`config.mk`:
```
export PLATFORM = sky130hd
export DESIGN_NAME = writeback_grf
export DESIGN_NICKNAME = d
export VERILOG_FILES = /design/src/rtl/writeback_grf.sv
export SDC_FILE = /design/constraint.sdc
export NUM_CORES = 2
export LEC_CHECK = 0
export CAP_MARGIN = 20
export CORE_MARGIN = 5
export CORE_UTILIZATION = 40
export CTS_CLUSTER_DIAMETER = 150
export DETAILED_ROUTE_END_ITERATION = 12
export GPL_TIMING_DRIVEN = 0
export PLACE_DENSITY = 0.66
export REMOVE_ABC_BUFFERS = 1
export SLEW_MARGIN = 5
export SYNTH_ARGS = -nofsm -noshare
export SYNTH_HDL_FRONTEND = slang
export SYNTH_SLANG_ARGS = --single-unit
```
`constraint.sdc`:
```
create_clock -name clk -period 9 [get_ports clk]
set_input_delay 0.9 -clock clk [delete_from_list [all_inputs] [get_ports clk]]
set_output_delay 0.9 -clock clk [all_outputs]
set_load 0.005 [all_outputs]
```
`src/rtl/writeback_grf.sv`:
```
// Writeback-stage general register file.
// Decodes the W-stage bundle into a destination register and write data,
// commits it to the 32x32 register file, serves the two D-stage read ports
// with same-cycle write-through bypass, and exports the W-stage write target
// to the forwarding network.

// One D-stage read port: $0 reads zero, a matching W-stage write is
// bypassed so the reader sees the value being committed this cycle.
module writeback_grf_rdport #(
  parameter int WIDTH = 32
) (
  input  logic [4:0]             addr,
  input  logic [31:0][WIDTH-1:0] regs,
  input  logic                   wr_en,
  input  logic [4:0]             waddr,
  input  logic [WIDTH-1:0]       wdata,
  output logic [WIDTH-1:0]       data
);

  // Zero for $0, bypass on a W-stage hit, otherwise the stored value.
  always_comb begin
    data = '0;
    if (addr != 5'd0) begin
      if (wr_en && (addr == waddr)) data = wdata;
      else                          data = regs[addr];
    end
  end

endmodule

module writeback_grf #(
  parameter logic [31:0] LINK_OFFSET = 32'd8,
  parameter int          WIDTH       = 32
) (
  input  logic             clk,
  input  logic             reset,
  input  logic [31:0]      PC_W,
  input  logic [31:0]      instruct_W,
  input  logic [WIDTH-1:0] ALU_result_W,
  input  logic [WIDTH-1:0] Mem_Data_W,
  input  logic [2:0]       FWD_T_new_W,
  input  logic [4:0]       rs_addr_D,
  input  logic [4:0]       rt_addr_D,
  output logic [WIDTH-1:0] rs_data_D,
  output logic [WIDTH-1:0] rt_data_D,
  output logic             wr_en_W,
  output logic [4:0]       fwd_addr_W,
  output logic [WIDTH-1:0] fwd_data_W,
  output logic             t_new_err
);

  localparam int NUM_RD = 2;

  localparam logic [5:0] OP_RTYPE = 6'b000000;
  localparam logic [5:0] OP_ORI   = 6'b001101;
  localparam logic [5:0] OP_LUI   = 6'b001111;
  localparam logic [5:0] OP_LW    = 6'b100011;
  localparam logic [5:0] OP_JAL   = 6'b000011;
  localparam logic [5:0] FN_ADD   = 6'b100000;
  localparam logic [5:0] FN_SUB   = 6'b100010;

  logic [5:0]       opcode, funct;
  logic [4:0]       rt, rd;
  logic             dec_wr;
  logic [4:0]       dec_dest;
  logic [WIDTH-1:0] dec_data;

  // Register fields / shamt are not needed for writeback decode.
  logic unused_fields;
  assign unused_fields = ^{instruct_W[25:21], instruct_W[10:6]};

  assign opcode = instruct_W[31:26];
  assign funct  = instruct_W[5:0];
  assign rt     = instruct_W[20:16];
  assign rd     = instruct_W[15:11];

  // Destination and data-source decode; anything unlisted never writes.
  always_comb begin
    dec_wr   = 1'b0;
    dec_dest = 5'd0;
    dec_data = '0;
    unique case (opcode)
      OP_RTYPE: if (funct == FN_ADD || funct == FN_SUB) begin
        dec_wr   = 1'b1;
        dec_dest = rd;
        dec_data = ALU_result_W;
      end
      OP_ORI, OP_LUI: begin
        dec_wr   = 1'b1;
        dec_dest = rt;
        dec_data = ALU_result_W;
      end
      OP_LW: begin
        dec_wr   = 1'b1;
        dec_dest = rt;
        dec_data = Mem_Data_W;
      end
      OP_JAL: begin
        dec_wr   = 1'b1;
        dec_dest = 5'd31;
        dec_data = PC_W + LINK_OFFSET;
      end
      default: ;
    endcase
  end

  // Writes to $0 are dropped here so everything downstream sees no write.
  assign wr_en_W    = dec_wr && (dec_dest != 5'd0);
  assign fwd_addr_W = wr_en_W ? dec_dest : 5'd0;
  assign fwd_data_W = wr_en_W ? dec_data : '0;

  // Register file. Entry 0 is cleared by reset and never written because
  // wr_en_W excludes dest 0, so it reads as a hardwired zero.
  logic [31:0][WIDTH-1:0] regs;

  // Commit the W-stage write; async reset clears everything immediately.
  always_ff @(posedge clk or negedge reset) begin
    if (!reset) begin
      regs <= '0;
    end else if (wr_en_W) begin
      regs[fwd_addr_W] <= fwd_data_W;
    end
  end

  // Sticky protocol error: a writing instruction reached W still owing T_new.
  always_ff @(posedge clk or negedge reset) begin
    if (!reset)                                   t_new_err <= 1'b0;
    else if (wr_en_W && (FWD_T_new_W != 3'd0))    t_new_err <= 1'b1;
  end

  // Read ports share one implementation; packed arrays map them to ports.
  logic [NUM_RD-1:0][4:0]       rd_addr;
  logic [NUM_RD-1:0][WIDTH-1:0] rd_data;

  assign rd_addr[0] = rs_addr_D;
  assign rd_addr[1] = rt_addr_D;
  assign rs_data_D  = rd_data[0];
  assign rt_data_D  = rd_data[1];

  for (genvar p = 0; p < NUM_RD; p++) begin : g_rd
    writeback_grf_rdport #(.WIDTH(WIDTH)) u_rdport (
      .addr  (rd_addr[p]),
      .regs  (regs),
      .wr_en (wr_en_W),
      .waddr (fwd_addr_W),
      .wdata (fwd_data_W),
      .data  (rd_data[p])
    );
  end

endmodule

```
==> impl_metrics.env <==
export IMPL_cp_required_ns=8.10
export IMPL_avgSynthCellArea_sq_um=11.6
export IMPL_rrSetupSlack_ns=8.19
export IMPL_ant_nets=0
export IMPL_r2r_start="regs[602]"
export IMPL_syn_area_sq_um=54400
export IMPL_clockBufferDepth=3
export IMPL_rsz0062_at_grt="false"
export IMPL_cts_hold_buf=0
export IMPL_numCtsBuffers=110
export IMPL_whs_ns=0.104
export IMPL_slew_headroom_pct=1.07
export IMPL_htree_levels=3
export IMPL_fmax_mhz=136
export IMPL_grt_pass1_wl_mm=269
export IMPL_grtUsageTotal_pct=25.3
export IMPL_nets=4761
export IMPL_crit_family="buffers and inverters"
export IMPL_power_frac_clock_pct=47.3
export IMPL_num_rows=135
export IMPL_p_leak_nw=25.7
export IMPL_p_int_mw=7.67
export IMPL_cts_resized=0
export IMPL_vias=39900
export IMPL_place_hpwl_mm=111
export IMPL_seq_area_frac_synth_pct=47.2
export IMPL_grt_max_degree=175
export IMPL_first_global_vias=40900
export IMPL_syn_inst=4681
export IMPL_cts_root_buf="clkbuf_16"
export IMPL_overflow=0
export IMPL_ios=246
export IMPL_path_clk_slew_ns=0.06
export IMPL_core_area_sq_um=135000
export IMPL_drv_cap=0
export IMPL_seq_power_share_pct=46.1
export IMPL_layout_cells_non_filler=6487
export IMPL_worstSetupPathType="in2out"
export IMPL_synth_async_reset_ratio_pct=100
export IMPL_die_w_microns=379
export IMPL_crit_fanout=23
export IMPL_setup_violations=0
export IMPL_worst_pin_slew_ns=1.48
export IMPL_first_pass_iters=6
export IMPL_switching_share_pct=23.4
export IMPL_skew_ns=0
export IMPL_cp_depth=10
export IMPL_cp_start_kind="primary input"
export IMPL_synth_edf_count=0
export IMPL_wire_per_inst_microns=27.9
export IMPL_numClockSinks=1025
export IMPL_final_setup_tns_ns=0
export IMPL_finalWirelength_mm=181
export IMPL_slowest_stage="clkdlybuf4s50_1"
export IMPL_path_buf_inv=3
export IMPL_crit_path_frequent_cell="clkdlybuf4s50_1"
export IMPL_r2r_cells=2
export IMPL_fin_crit_ns=7.34
export IMPL_cts_tree="done"
export IMPL_finalMaxSlewViolations=0
export IMPL_final_layout_size_suffix_gt1_share_pct=21.3
export IMPL_p_sw_mw=2.35
export IMPL_postCtsSetupRepairBufs=0
export IMPL_initial_utilization_pct=40.2
export IMPL_hold_class="in2async"
export IMPL_n_antenna_cell=0
export IMPL_clk_latency_ns=0.69
export IMPL_vias_per_cell=6.15
export IMPL_crit_path_end_kind="output pin"
export IMPL_dieArea_sq_um=143000
export IMPL_power_density_nw_per_um2=158
export IMPL_die_h_microns=379
export IMPL_ir_drop_v=0.000146
export IMPL_synth_seq_cells=1025
export IMPL_regToRegEndpoint="regs[602]"
export IMPL_path_cells="clkdlybuf4s50_1, ha_1, and4_1, nand4_1, or4_1, a21oi_1, o22ai_2, buf_8, a211oi_1, clkdlybuf4s50_1"
export IMPL_drt_iter0_markers=4012
export IMPL_cpPeakStageDelay_ns=1.07
export IMPL_ys_warn_count=0
export IMPL_syn_to_final_growth_pct=16.9
export IMPL_fin_crit_sh_pct=81.6
export IMPL_arrival_ns=6.44
export IMPL_io_buffers=234
export IMPL_dp_cells=6279
export IMPL_ys_types=64
export IMPL_gp_congestion=0.844
export IMPL_status="completed"
export IMPL_hold_viol_final=0
export IMPL_combinationalPowerShare_pct=6.6
export IMPL_synth_flop_cell="dfrtp_1"
export IMPL_antenna_found_initial=4
export IMPL_drc=0
-- state kept, by name, summed over array words and instances, names as in the netlist --
name,cells
t_new_err,1
regs,1024
-- per-layer routing --
layer  up-vias  track usage (%)  routed length, microns
li1      17100                -                       -
met1     20300             33.5                   69600
met2      1993             38.9                   82200
met3       418             7.89                   21000
met4         6             9.77                    7660
met5         -             1.61                     318
-- power by group through the flow --
| stage | clock (mW) | combinational [mW] | sequential, mW |
|---|---|---|---|
| after floorplan | 0 | 0.186 | 4.71 |
| after global placement | 0 | 0.745 | 4.73 |
| after detailed placement | 0 | 0.661 | 4.71 |
| after CTS | 4.79 | 0.662 | 4.62 |
| after global routing | 4.99 | 0.702 | 4.62 |
| final | 4.74 | 0.661 | 4.62 |
-- synthesized netlist by cell type, types with 15 or more instances --
master,instances,area [sq um]
dfrtp_1,1025,25600
nand2_1,1017,3820
mux2_1,29,327
nor2b_1,32,200
o22ai_1,15,93.8
a222oi_1,15,150
mux4_2,640,14400
nand3_1,35,175
nor2_1,47,176
mux2i_1,32,320
inv_1,44,165
o21ai_0,853,4270
clkbuf_1,416,1560
buf_1,38,143
a21o_1,15,113
o21ai_1,145,726
nand4_1,19,119
a211oi_1,64,480
buf_2,52,260
-- cell type report --
class                      instances  area [sq um]
timing repair buffer             334          4670
tap                             1781          2230
clock buffer                     163          3220
fill                           11800         71800
multi-input combinational       3097         27000
inverter                          49           189
clock inverter                    38           532
sequential                      1025         25600
-- per-stage QoR --
| step | utilization, % | cell area [sq um] | total power, mW | setup slack, ns |
|---|---|---|---|---|
| 3_3_place_gp | 42.1 | 56900 | 5.47 | -39.51 |
| 4_1_cts | 46.8 | 63400 | 10.1 | 1.75 |
| 5_1_grt | 47.0 | 63500 | 10.3 | 1.47 |
| 2_1_floorplan | - | 52300 | 4.89 | 3.91 |
| 6_report | 47.0 | 63500 | 10.0 | 1.66 |
| 3_5_place_dp | 44.1 | 59600 | 5.37 | 1.79 |
-- cell families after synthesis --
logic type      synth area share, %
mux                            27.8
fa+ha+maj                    0.0230
compound gates                 11.5
simple gates                   9.24
xor+xnor                      0.193
flops                          47.2
buf+inv                        4.04
-- cells in the final DEF, fill, tap and decap left out, drive strengths merged, types with 32 or more instances in the layout --
cell / n
mux2: 32
nor2: 50
clkdlybuf4s50: 224
nor2b: 32
nand3: 36
clkbuf: 163
mux4: 640
dfrtp: 1025
inv: 53
o21ai: 998
a211oi: 65
nand2: 1018
buf: 110
mux2i: 32
-- how the worst max path moves through the flow --
stage,to,start
floorplan,rs_data_D[0],instruct_W[29]
global placement,regs[454],reset
detailed placement,rs_data_D[26],instruct_W[26]
CTS,rs_data_D[26],instruct_W[26]
global route,rs_data_D[25],PC_W[3]
finish,rs_data_D[25],PC_W[3]
(Power assumes the default switching activity.)
